<file path="src/rtl/uart_pkg.sv">
`timescale 1ns/1ps
// Shared types and constants for the framed UART receiver: FSM state
// encoding, parity-mode codes and a helper that derives the bit period.
package uart_pkg;

  typedef enum logic [2:0] {
    IDLE,
    START,
    DATA,
    PAR,
    STOP
  } uart_rx_state_t;

  localparam int PAR_NONE = 0;
  localparam int PAR_EVEN = 1;
  localparam int PAR_ODD  = 2;

  // Rounded number of clk cycles per bit for a given clock and baud rate.
  function automatic int clks_per_bit(input longint unsigned clk_hz,
                                      input longint unsigned baud);
    return int'((clk_hz + baud / 2) / baud);
  endfunction

endpackage

</file>
<file path="src/rtl/sync_2ff.sv">
`timescale 1ns/1ps
// Two-flop synchronizer for a single asynchronous input. Both flops reset to
// RESET_VAL so the synchronized output starts at the line's idle level.
module sync_2ff #(
  parameter logic RESET_VAL = 1'b1
) (
  input  logic clk,
  input  logic rst,
  input  logic d,
  output logic q
);

  logic meta;

  // Shift the asynchronous input through two flops.
  always_ff @(posedge clk) begin
    if (rst) begin
      meta <= RESET_VAL;
      q    <= RESET_VAL;
    end else begin
      // NOTE: non-blocking so q takes the old meta, giving two real stages.
      meta <= d;
      q    <= meta;
    end
  end

endmodule

</file>
<file path="src/rtl/uart_rx_framed.sv">
`timescale 1ns/1ps
// Framed UART receiver: start/data/optional parity/stop, mid-bit sampling,
// one-word output register with valid/ready handshake and overrun pulse.
// Parity support is compiled in only when UART_RX_PARITY_EN is defined;
// otherwise the PAR state is never entered and parity_err is tied low.
module uart_rx_framed
  import uart_pkg::*;
#(
  parameter int CLKS_PER_BIT = 868,
  parameter int DATA_BITS    = 8,
  parameter int PARITY       = 0,
  parameter int STOP_BITS    = 1
) (
  input  logic                 clk,
  input  logic                 rst,
  input  logic                 rx,
  output logic [DATA_BITS-1:0] data_out,
  output logic                 valid_out,
  input  logic                 ready_in,
  output logic                 frame_err,
  output logic                 parity_err,
  output logic                 overrun_err,
  output logic                 busy
);

`ifdef UART_RX_PARITY_EN
  localparam int PAR_MODE = PARITY;
`else
  // PARITY is accepted for interface compatibility but has no effect here.
  localparam int PAR_MODE = (PARITY >= 0) ? PAR_NONE : PAR_NONE;
`endif

  localparam int CNT_W = $clog2(CLKS_PER_BIT);
  localparam logic [CNT_W-1:0] CNT_HALF = CNT_W'(CLKS_PER_BIT / 2 - 1);
  localparam logic [CNT_W-1:0] CNT_LAST = CNT_W'(CLKS_PER_BIT - 1);
  localparam logic [3:0] IDX_DATA_LAST = 4'(DATA_BITS - 1);
  localparam logic [3:0] IDX_STOP_LAST = 4'(STOP_BITS - 1);

  logic                 rxs;
  uart_rx_state_t       state, state_nx;
  logic [CNT_W-1:0]     cnt;
  logic [3:0]           bit_idx;
  logic [DATA_BITS-1:0] shift_q;
  logic                 armed;
  logic                 ferr_acc;
  logic                 load_pend;

  logic cnt_clr, idx_clr, idx_inc, shift_en;
  logic frame_begin, stop_smp, frame_done;
`ifdef UART_RX_PARITY_EN
  logic par_smp;
  logic perr_acc;
`endif

  sync_2ff #(
    .RESET_VAL(1'b1)
  ) u_sync (
    .clk(clk),
    .rst(rst),
    .d  (rx),
    .q  (rxs)
  );

  assign busy = (state != IDLE);

  // State register.
  always_ff @(posedge clk) begin
    if (rst) state <= IDLE;
    else     state <= state_nx;
  end

  // Next-state decode and per-cycle control strobes.
  always_comb begin
    // NOTE: every output gets a default first so no path leaves a latch.
    state_nx    = state;
    cnt_clr     = 1'b0;
    idx_clr     = 1'b0;
    idx_inc     = 1'b0;
    shift_en    = 1'b0;
    frame_begin = 1'b0;
    stop_smp    = 1'b0;
    frame_done  = 1'b0;
`ifdef UART_RX_PARITY_EN
    par_smp     = 1'b0;
`endif
    case (state)
      IDLE: begin
        // After a frame error the line must go high again before a new start.
        if (!rxs && armed) begin
          state_nx = START;
          cnt_clr  = 1'b1;
        end
      end
      START: begin
        if (cnt == CNT_HALF) begin
          if (rxs) begin
            state_nx = IDLE;
          end else begin
            state_nx    = DATA;
            cnt_clr     = 1'b1;
            idx_clr     = 1'b1;
            frame_begin = 1'b1;
          end
        end
      end
      DATA: begin
        if (cnt == CNT_LAST) begin
          shift_en = 1'b1;
          cnt_clr  = 1'b1;
          if (bit_idx == IDX_DATA_LAST) begin
            idx_clr  = 1'b1;
            state_nx = (PAR_MODE != PAR_NONE) ? PAR : STOP;
          end else begin
            idx_inc = 1'b1;
          end
        end
      end
`ifdef UART_RX_PARITY_EN
      PAR: begin
        if (cnt == CNT_LAST) begin
          par_smp  = 1'b1;
          cnt_clr  = 1'b1;
          state_nx = STOP;
        end
      end
`endif
      STOP: begin
        if (cnt == CNT_LAST) begin
          stop_smp = 1'b1;
          cnt_clr  = 1'b1;
          if (bit_idx == IDX_STOP_LAST) begin
            idx_clr    = 1'b1;
            frame_done = 1'b1;
            state_nx   = IDLE;
          end else begin
            idx_inc = 1'b1;
          end
        end
      end
      default: state_nx = IDLE;
    endcase
  end

  // Bit-period counter and bit index.
  always_ff @(posedge clk) begin
    if (rst) begin
      cnt     <= '0;
      bit_idx <= '0;
    end else begin
      if (cnt_clr)             cnt <= '0;
      else if (state != IDLE)  cnt <= cnt + 1'b1;
      if (idx_clr)             bit_idx <= '0;
      else if (idx_inc)        bit_idx <= bit_idx + 1'b1;
    end
  end

  // Data shift register, LSB received first.
  always_ff @(posedge clk) begin
    // NOTE: datapath only; every bit is overwritten before it is used, so no reset.
    if (shift_en) shift_q <= {rxs, shift_q[DATA_BITS-1:1]};
  end

  // Per-frame status: stop-bit error, re-arm after error, load strobe.
  always_ff @(posedge clk) begin
    if (rst) begin
      armed     <= 1'b1;
      ferr_acc  <= 1'b0;
      load_pend <= 1'b0;
    end else begin
      load_pend <= frame_done;
      if (frame_begin)           ferr_acc <= 1'b0;
      else if (stop_smp && !rxs) ferr_acc <= 1'b1;
      if (stop_smp && !rxs)      armed <= 1'b0;
      else if (rxs)              armed <= 1'b1;
    end
  end

`ifdef UART_RX_PARITY_EN
  // Parity check: even compares against XOR of data, odd against its inverse.
  always_ff @(posedge clk) begin
    if (rst)              perr_acc <= 1'b0;
    else if (frame_begin) perr_acc <= 1'b0;
    else if (par_smp)     perr_acc <= rxs ^ (^shift_q) ^ (PAR_MODE == PAR_ODD);
  end
`else
  assign parity_err = 1'b0;
`endif

  // Output word register with handshake; a load onto an unaccepted word drops it.
  always_ff @(posedge clk) begin
    if (rst) begin
      data_out    <= '0;
      valid_out   <= 1'b0;
      frame_err   <= 1'b0;
      overrun_err <= 1'b0;
`ifdef UART_RX_PARITY_EN
      parity_err  <= 1'b0;
`endif
    end else begin
      overrun_err <= 1'b0;
      if (load_pend) begin
        if (valid_out && !ready_in) begin
          overrun_err <= 1'b1;
        end else begin
          data_out   <= shift_q;
          frame_err  <= ferr_acc;
          valid_out  <= 1'b1;
`ifdef UART_RX_PARITY_EN
          parity_err <= perr_acc;
`endif
        end
      end else if (valid_out && ready_in) begin
        valid_out <= 1'b0;
      end
    end
  end

endmodule

</file>
<file path="config.mk">
export PLATFORM = sky130hd
export DESIGN_NAME = uart_rx_framed
export DESIGN_NICKNAME = d
export VERILOG_FILES = /design/src/rtl/uart_pkg.sv /design/src/rtl/sync_2ff.sv /design/src/rtl/uart_rx_framed.sv
export SDC_FILE = /design/constraint.sdc
export NUM_CORES = 1
export LEC_CHECK = 0
export BUFFER_PORTS_ARGS = -buffer_cell sky130_fd_sc_hd__buf_2
export CORE_AREA = 2 2 73 75
export CTS_CLUSTER_DIAMETER = 30
export CTS_CLUSTER_SIZE = 20
export DETAILED_ROUTE_END_ITERATION = 6
export DIE_AREA = 0 0 75 77
export MAX_ROUTING_LAYER = met4
export PLACE_DENSITY = 0.6
export SLEW_MARGIN = 10
export SYNTH_ARGS = -nofsm -noshare
export SYNTH_HDL_FRONTEND = slang
export SYNTH_SLANG_ARGS = --single-unit
</file>
<file path="constraint.sdc">
create_clock -name clk -period 2.2 [get_ports clk]
set_clock_uncertainty 0.2 [all_clocks]
set_input_delay 0.11 -clock clk [delete_from_list [all_inputs] [get_ports clk]]
set_output_delay 0.11 -clock clk [all_outputs]
set_load 0.02 [all_outputs]
</file>
# Word-level counts from Yosys, hierarchy flattened

Cells that the tools add are included.

Bits in registers: 41
Input bits: 4
Output and inout bits: 13
Word-level logic and storage cells: 83

Add/subtract/negate cells: 2
Equal/unequal tests: 13
Muxes and demuxes: 32
Bitwise logic cells: 3
Reductions and logical operators: 20

Operator list:

| operator                                                                | number |
|---|---|
| 1-bit 2-to-1 mux                                                        | 21 |
| 3-bit 2-to-1 mux                                                        | 6 |
| 2-bit != test (second input constant)                                   | 7 |
| 3-bit one-hot mux with 4 select lines                                   | 1 |
| 2-bit OR reduction                                                      | 6 |
| 10-bit by 1-bit adder with 10-bit output (second input constant)        | 1 |
| 10-bit equality test (second input constant)                            | 1 |
| 10-bit by 9-bit equality test with 1-bit output (second input constant) | 1 |
| 1-bit one-hot mux with 3 select lines                                   | 2 |
| 6-bit AND reduction                                                     | 1 |
| 4-bit by 1-bit adder with 4-bit output (second input constant)          | 1 |
| 4-bit by 3-bit equality test with 1-bit output (second input constant)  | 1 |
| 1-bit logical AND                                                       | 4 |
| 4-bit zero test                                                         | 1 |
| 2-bit AND reduction                                                     | 2 |
| 2-bit nonzero test                                                      | 2 |
| 3-bit by 1-bit equality test with 1-bit output (second input constant)  | 1 |
| 3-bit by 2-bit equality test with 1-bit output (second input constant)  | 1 |
| 3-bit equality test (second input constant)                             | 1 |
| 3-bit zero test                                                         | 1 |
| 1-bit NOT                                                               | 3 |
| 3-bit nonzero test                                                      | 1 |
| 1-bit zero test                                                         | 2 |
| 2-bit 2-to-1 mux                                                        | 1 |
| 1-bit one-hot mux with 2 select lines                                   | 1 |

# Logic depth before layout (Yosys ltp)

Gate-level depths: netlist (run 1).

Depth after elaboration: 5
Mapped depth: 6
Depth with buffers taken out: 6

# Cells and area by module

Synthesis (run 1) repeated with hierarchy kept, for this count alone.

Cells, all modules: 178
Area total of the unflattened synthesis: 1820.5 µm²

Modules (own cells, without submodules):

| module         | times used | cells each | area each (µm²) | seq. area each (µm²) |
|---|---|---|---|---|
| uart_rx_framed | 1          | 174        | 1767.9          | 860.8 |
| sync_2ff       | 1          | 4          | 52.6            | 40.0 |

# Least setup slack after synthesis (run 1)

Ideal clock, no wire load.

Path kind: register -> register
Start point: register cnt[4]
End point: register shift_q[0], enable pin
Library setup time: 0.370 ns
Arrival: 1.335 ns
Data required time: 1.630 ns
Path slack: 0.295 ns
Cell stages (with the launch flop): 5
Buffers on the path: 1
Clock period less this slack: 1.905 ns
Cell sequence: dfxtp_1 > and4bb_1 > nand4_1 > clkbuf_1 > nor2_1

Cells in the longest elaborated chain, start to end: 3

Ends and longest elaborated chain:

| item                   | line                  | text |
|---|---|---|
| start, declared        | uart_rx_framed.sv:41  | `logic [CNT_W-1:0] cnt;` |
| start signal, assigned | uart_rx_framed.sv:151 | `else if (state != IDLE) cnt <= cnt + 1'b1;` |
| 10-bit equality test   | uart_rx_framed.sv:107 | `if (cnt == CNT_LAST) begin` |
| 1-bit 2-to-1 mux       | uart_rx_framed.sv:107 |  |
| 1-bit 2-to-1 mux       | uart_rx_framed.sv:86  | `case (state)` |
| via shift_en           | uart_rx_framed.sv:48  | `logic cnt_clr, idx_clr, idx_inc, shift_en;` |
| end signal, assigned   | uart_rx_framed.sv:160 | `if (shift_en) shift_q <= {rxs, shift_q[DATA_BITS-1:1]};` |
| end, declared          | uart_rx_framed.sv:43  | `logic [DATA_BITS-1:0] shift_q;` |

The timed path passes the listed nets, and every way through them passes these cells.
A chain may end at the register's enable or synchronous reset.

# Final worst setup path (run 1)

Start point: register state[1]
End point: register bit_idx[3]

Cells in the longest elaborated chain, start to end: 3
Elaborated cells between the ends (all ways): 6
Classes of those cells: 3 x eq/ne; 2 x mux; 1 x reduce/logical

Ends and longest elaborated chain:

| item                                        | line                  | text |
|---|---|---|
| start, declared                             | uart_rx_framed.sv:40  | `uart_rx_state_t state, state_nx;` |
| start signal, assigned                      | uart_rx_framed.sv:69  | `else state <= state_nx;` |
| 3-bit equality test (tied with other cells) | uart_rx_framed.sv:86  |  |
| 1-bit one-hot mux with 3 select lines       | uart_rx_framed.sv:86  |  |
| 2-bit OR reduction (no source line)         | n/a                   |  |
| end signal, assigned                        | uart_rx_framed.sv:153 | `else if (idx_inc) bit_idx <= bit_idx + 1'b1;` |
| end, declared                               | uart_rx_framed.sv:42  | `logic [3:0] bit_idx;` |

Several ways; a longest one is shown, not always the timed one.

==> results_dict.tcl, run 1 <==
set metrics [dict create \
    status "finished, final reports clean" \
    min_period_ps 2040 \
    track_usage_pct 13.1 \
    crit_path_top_delay_cell "dfxtp_1" \
    ys.flop_type "dfxtp_1" \
    synth.cell_area_sq_um 1800 \
    ys_async_sr_fraction_pct 0 \
    grt_start_max_net_pins 22 \
    dr.pass1.iters 4 \
    hold_violations 0 \
    root_buffer "clkbuf_8" \
    grt_overflow 0 \
    drt_iter0_markers 29 \
    min_path_cells 2 \
    nets 209 \
    detail-route-antenna-nets 0 \
    rows 26 \
    pin_count 17 \
    yosysSeqAreaShare_pct 50.1 \
    antenna_cells 0 \
    crit_chain "or3b_4, a2bb2oi_2, or4_1, a21oi_1" \
    cp.depth 4 \
    clkSlewWorstSetupHoldPaths_ps 80 \
    cts_buffers 5 \
    r2r_cells 4 \
    rsz0062_at_grt "false" \
    finalSetupViolCount 0 \
    synthToLayoutAreaGrowth_pct 16.0 \
    synth_edf_count 8 \
    synth.area.top_cells "dfxtp_1 (37%), edfxtp_1 (13%), mux2i_1 (5.6%), nor2_1 (4.6%), ha_1 (2.8%)" \
    fill_cells 489 \
    ys_types 50 \
    path_delay_family "simple AND/OR/NAND/NOR gates" \
    placed_area_sq_um 1980 \
    critPathMaxFanout 11 \
    finalSetupTns_ps 0 \
    path_class "reg -> reg" \
    worstPathArrival_ps 2060 \
    final_common_cell "dfxtp_1" \
    wl_per_cell_microns 11.9 \
    gp_congestion 0.862 \
    synth_top_area_share_pct 36.7 \
    slew_viol_final 0 \
    ys_ff_latch 41 \
    dp_hpwl_microns 2290 \
    power_mw 1.29 \
    initial_core_util_pct 36.1 \
    clock_latency_ps 290 \
    antenna_found_initial 0 \
    grt_pass1_vias 1272 \
    core_area_sq_um 4980 \
    cap_violations 0 \
    slowest_delay_ps 510 \
    synthCells 177 \
    routed_via_density 4.76 \
    tritoncts "yes" \
    wl_microns 3240 \
    worst_ep_required_time_ps 2220 \
    path_buf_inv 0 \
    dp.cells 262 \
    die_w_microns 75 \
    finalWorstSetupSlack_ps 162 \
    drc 0 \
    port_buffers 15 \
    dieHeight_microns 77 \
    powerDensity_nw_per_um2 617 \
    setup.worst_path.end_class "register" \
    max_freq_ghz 0.491 \
    synth_area_leader_cell "dfxtp_1" \
    die_area_sq_um 5780 \
    cts.sinks 41 \
    syn_nets 185 \
    hp-class "in -> reg" \
    period_share_pct 92.6 \
    grt_pass1_wl_microns 5660 \
    route.vias.total 1295 \
    drive_gt1_share_pct 18.8 \
    htreeDepth 2 \
    ir_drop_v 0.000292 \
    cellLeakagePower_nw 0.860 \
    most-common-layout-cells "dfxtp_1 (33), nor2_1 (22), buf_2 (15)" \
    cp-start-kind "register" \
    final_cell_area_sq_um 2090 \
    dpl_worst_slack_ps 176 \
    synth_area_per_cell_sq_um 10.2 \
    layoutNonFillerInstCount 272 \
    clk_path_buf_depth 2 \
    ys_warn_count 0 \
]
==> state kept, by name (all words and copies together) (netlist names) <==
name         cells
armed            1
bit_idx          4
cnt             10
data_out         8
ferr_acc         1
frame_err        1
load_pend        1
overrun_err      1
shift_q          8
state            3
u_sync.meta      1
u_sync.q         1
valid_out        1
==> synthesized netlist by cell type, drive strengths merged, types with 2 or more instances <==
cell    instances
and3            3
nand4           4
a21oi           7
a211oi          2
o22ai           2
or4             2
nor3b           4
o21ai           6
edfxtp          8
or3b            3
or2             2
nand2           5
ha              4
nand3           5
clkbuf          2
buf             7
xor2            4
nor3            5
mux2i          10
nand2b          2
and3b           2
dfxtp          33
or3             2
nor2           22
o31ai           3
nor2b           2
inv             6
or2b            2
xnor2           3
==> worst reg2reg max path, cell delays in order, from the launching register on <==
cell,delay (ps)
dfxtp_1,510
or3b_4,450
a2bb2oi_2,200
or4_1,480
a21oi_1,140
==> routing by layer <==
layer  routed length, microns  up-vias  track usage (%)  part of all wire, %
met5                        0        -                -                    0
li1                         -      683                -                    -
met1                     1600      585             16.4                   49
met2                     1490       23             19.6                   46
met3                      114        4             4.34                  3.5
met4                       38        0             4.82                  1.2
==> where the power goes <==
part	switching (mW)	internal (mW)
combinational	0.0261	0.0182
sequential	0.00558	0.767
clock	0.252	0.219
==> per-stage QoR <==
step	hold slack [ps]	util, %
2_1_floorplan	-10.7	-
3_3_place_gp	97.1	39.8
3_5_place_dp	99.8	39.8
4_1_cts	22.3	41.9
5_1_grt	30.0	41.9
6_report	18.7	41.9
==> final timing paths <==
| kind | startpoint | to | slack (ps) |
|---|---|---|---|
| worst max register to register | state[1] | bit_idx[3] | 160 |
| worst min register to register | u_sync.meta | u_sync.q | 220 |
| worst max-delay path | state[1] | bit_idx[3] | 160 |
| worst min-delay path | rst | data_out[7] | 20 |
==> cell type report <==
type                    count  area [sq um]  area share [%]
flip-flops and latches     41           901            43.2
multi-input cells         121           826            39.6
repair buffers             26           163            7.80
well taps                  70          87.6            4.20
clock buffers               5          68.8            3.30
inverters                   6          22.5            1.08
clock inverters             3          17.5           0.840
==> cells by family (layout without fill, tap and decap cells) <==
logic type | after synthesis | count (layout) | synth area share [%]
and+or+nand+nor | 71 | 71 | 23.0
DFF | 41 | 41 | 50.1
AOI/OAI and AO/OA | 27 | 27 | 10.3
buffers and inverters | 15 | 40 | 3.97
muxes | 11 | 11 | 6.19
xor gates and xnor gates | 7 | 7 | 3.41
adders and majority gates | 4 | 4 | 2.78
other | 1 | 1 | 0.209
==> timing repair <==
| item | CTS | global route |
|---|---|---|
| setup buffers | 0 | 0 |
| endpoints found under the setup margin | 0 | 0 |
| gates resized for setup | 0 | 0 |
| hold buffers | 2 | 0 |
| hold endpoints to repair | 3 | 0 |
No activity file was read; power rests on OpenSTA's default activity.
==> run 2, diff against run 1 <==
--- a/config.mk
+++ b/config.mk
@@ -11,7 +11,6 @@
 export CTS_CLUSTER_SIZE = 20
 export DETAILED_ROUTE_END_ITERATION = 6
 export DIE_AREA = 0 0 75 77
-export MAX_ROUTING_LAYER = met4
 export PLACE_DENSITY = 0.6
 export SLEW_MARGIN = 10
 export SYNTH_ARGS = -nofsm -noshare
==> run 2 against run 1 <==
Register-to-register slack is essentially flat; utilization did not move; clock-buffer cell count stayed put; cell area is the same; maximum frequency is essentially flat; hold slack about the same; critical endpoint unchanged; cell count did not move; sequential power barely moved.
==> results_dict.tcl, run 2 (synthesis gave the netlist of run 1 again) <==
set metrics [dict create \
    status "finished, final reports clean" \
    finalSetupTns_ps 0 \
    grt_pass1_vias 1270 \
    min_from "rst" \
    cp-start-kind "register" \
    cts_buffers 5 \
    final_common_cell "dfxtp_1" \
    slowest_delay_ps 500 \
    p_sw_share_pct 22.0 \
    worst_ep_required_time_ps 2220 \
    hp-class "in -> reg" \
    tritoncts "yes" \
    utilization_pct 41.9 \
    rows 26 \
    dpl_worst_slack_ps 176 \
    hold_violations 0 \
    setup.worst_path.end_class "register" \
    internal_power_mw 1.00 \
    grt_start_max_net_pins 22 \
    dr.pass1.iters 4 \
    pin_count 17 \
    synthToLayoutAreaGrowth_pct 16.0 \
    most-common-layout-cells "dfxtp_1 (33), nor2_1 (22), buf_2 (15)" \
    r2r_start "state[1]" \
    finalWorstSetupSlack_ps 163 \
    dieHeight_microns 77 \
    p_clk_share_pct 36.6 \
    largest_reg_flops 10 \
    seqPwrFrac_pct 60.0 \
    path_class "reg -> reg" \
    rrSetupSlack_ps 160 \
    crit_chain "or3b_4, a2bb2oi_2, or4_1, a21oi_1" \
    powerDensity_nw_per_um2 617 \
    cts.sinks 41 \
    crit_path_top_delay_cell "dfxtp_1" \
    period_share_pct 92.6 \
    htreeDepth 2 \
    port_buffers 15 \
    finalSetupViolCount 0 \
    grt_pass1_wl_microns 5670 \
    gp_congestion 0.848 \
    wl_microns 3230 \
    routed_via_density 4.75 \
    detail-route-antenna-nets 0 \
    wl_per_cell_microns 11.9 \
    worstPathArrival_ps 2060 \
    grt_overflow 0 \
    track_usage_pct 12.8 \
    root_buffer "clkbuf_8" \
    cts-resized-gates 0 \
    power_frac_comb_pct 3.4 \
    cellLeakagePower_nw 0.860 \
    ir_drop_v 0.000292 \
    critPathMaxFanout 11 \
    rsz0062_at_grt "false" \
    switchingPower_mw 0.284 \
    drc 0 \
    max_freq_ghz 0.491 \
    dp_hpwl_microns 2290 \
    initial_core_util_pct 36.1 \
    clk_path_buf_depth 2 \
    slew_viol_final 0 \
    die_area_sq_um 5780 \
    drive_gt1_share_pct 18.8 \
    drt_iter0_markers 31 \
    clkSlewWorstSetupHoldPaths_ps 80 \
    top_register "cnt" \
    antenna_found_initial 0 \
    core_area_sq_um 4980 \
    antenna_cells 0 \
    critPathLaunch "state[1]" \
    top_regs "cnt x10, data_out x8, shift_q x8" \
    cap_violations 0 \
    min_period_ps 2040 \
    die_w_microns 75 \
    clock_latency_ps 290 \
    route.vias.total 1293 \
    nets 209 \
]
==> run 2: power groups by stage <==
stage	clock network (mW)	logic, mW	registers [mW]
after floorplan	0	0.0310	0.787
after global placement	0	0.0426	0.790
after detailed placement	0	0.0423	0.790
after CTS	0.493	0.0453	0.772
after global routing	0.531	0.0502	0.774
final	0.471	0.0443	0.772
==> run 2: final timing paths <==
path,end,cells after the start
setup / recovery,bit_idx[3],4
hold / removal,data_out[7],2
setup reg to reg,bit_idx[3],4
hold reg to reg,u_sync.q,1
==> run 2: area by class of cell <==
cell class	count	area, sq um
Fill cell	489	2890
Sequential cell	41	901
Multi-Input combinational cell	121	826
Timing Repair Buffer	26	163
Tap cell	70	87.6
Clock buffer	5	68.8
Inverter	6	22.5
Clock inverter	3	17.5
==> run 2: stage by stage <==
step	instances	instance area, sq um	hold WS (ps)	power [mW]
3_5_place_dp	262	1980	99.8	0.832
3_3_place_gp	262	1980	97.1	0.833
2_1_floorplan	177	1800	-10.7	0.818
4_1_cts	272	2090	22.3	1.31
5_1_grt	272	2090	30.0	1.35
6_report	272	2090	18.4	1.29
==> run 2: repair_timing <==
item / in CTS / in global routing
buffers inserted: 0 / 0
hold buffers: 2 / 0
endpoints found under the hold margin: 3 / 0
==> run 2: metal layers <==
| metal | up-vias | global-route usage (%) | part of all wire (%) |
|---|---|---|---|
| met1 | 582 | 16.3 | 49 |
| met4 | 0 | 4.82 | 1.2 |
| met2 | 24 | 19.6 | 46 |
| li1 | 683 | - | - |
| met3 | 4 | 4.47 | 3.6 |
| met5 | - | 0 | 0 |
==> run 2: worst max-delay path, delay by kind of cell, from the launching register on <==
family | cells | cell delay, ps
simple gates | 2 | 930
compound gates | 2 | 340
flops | 1 | 500
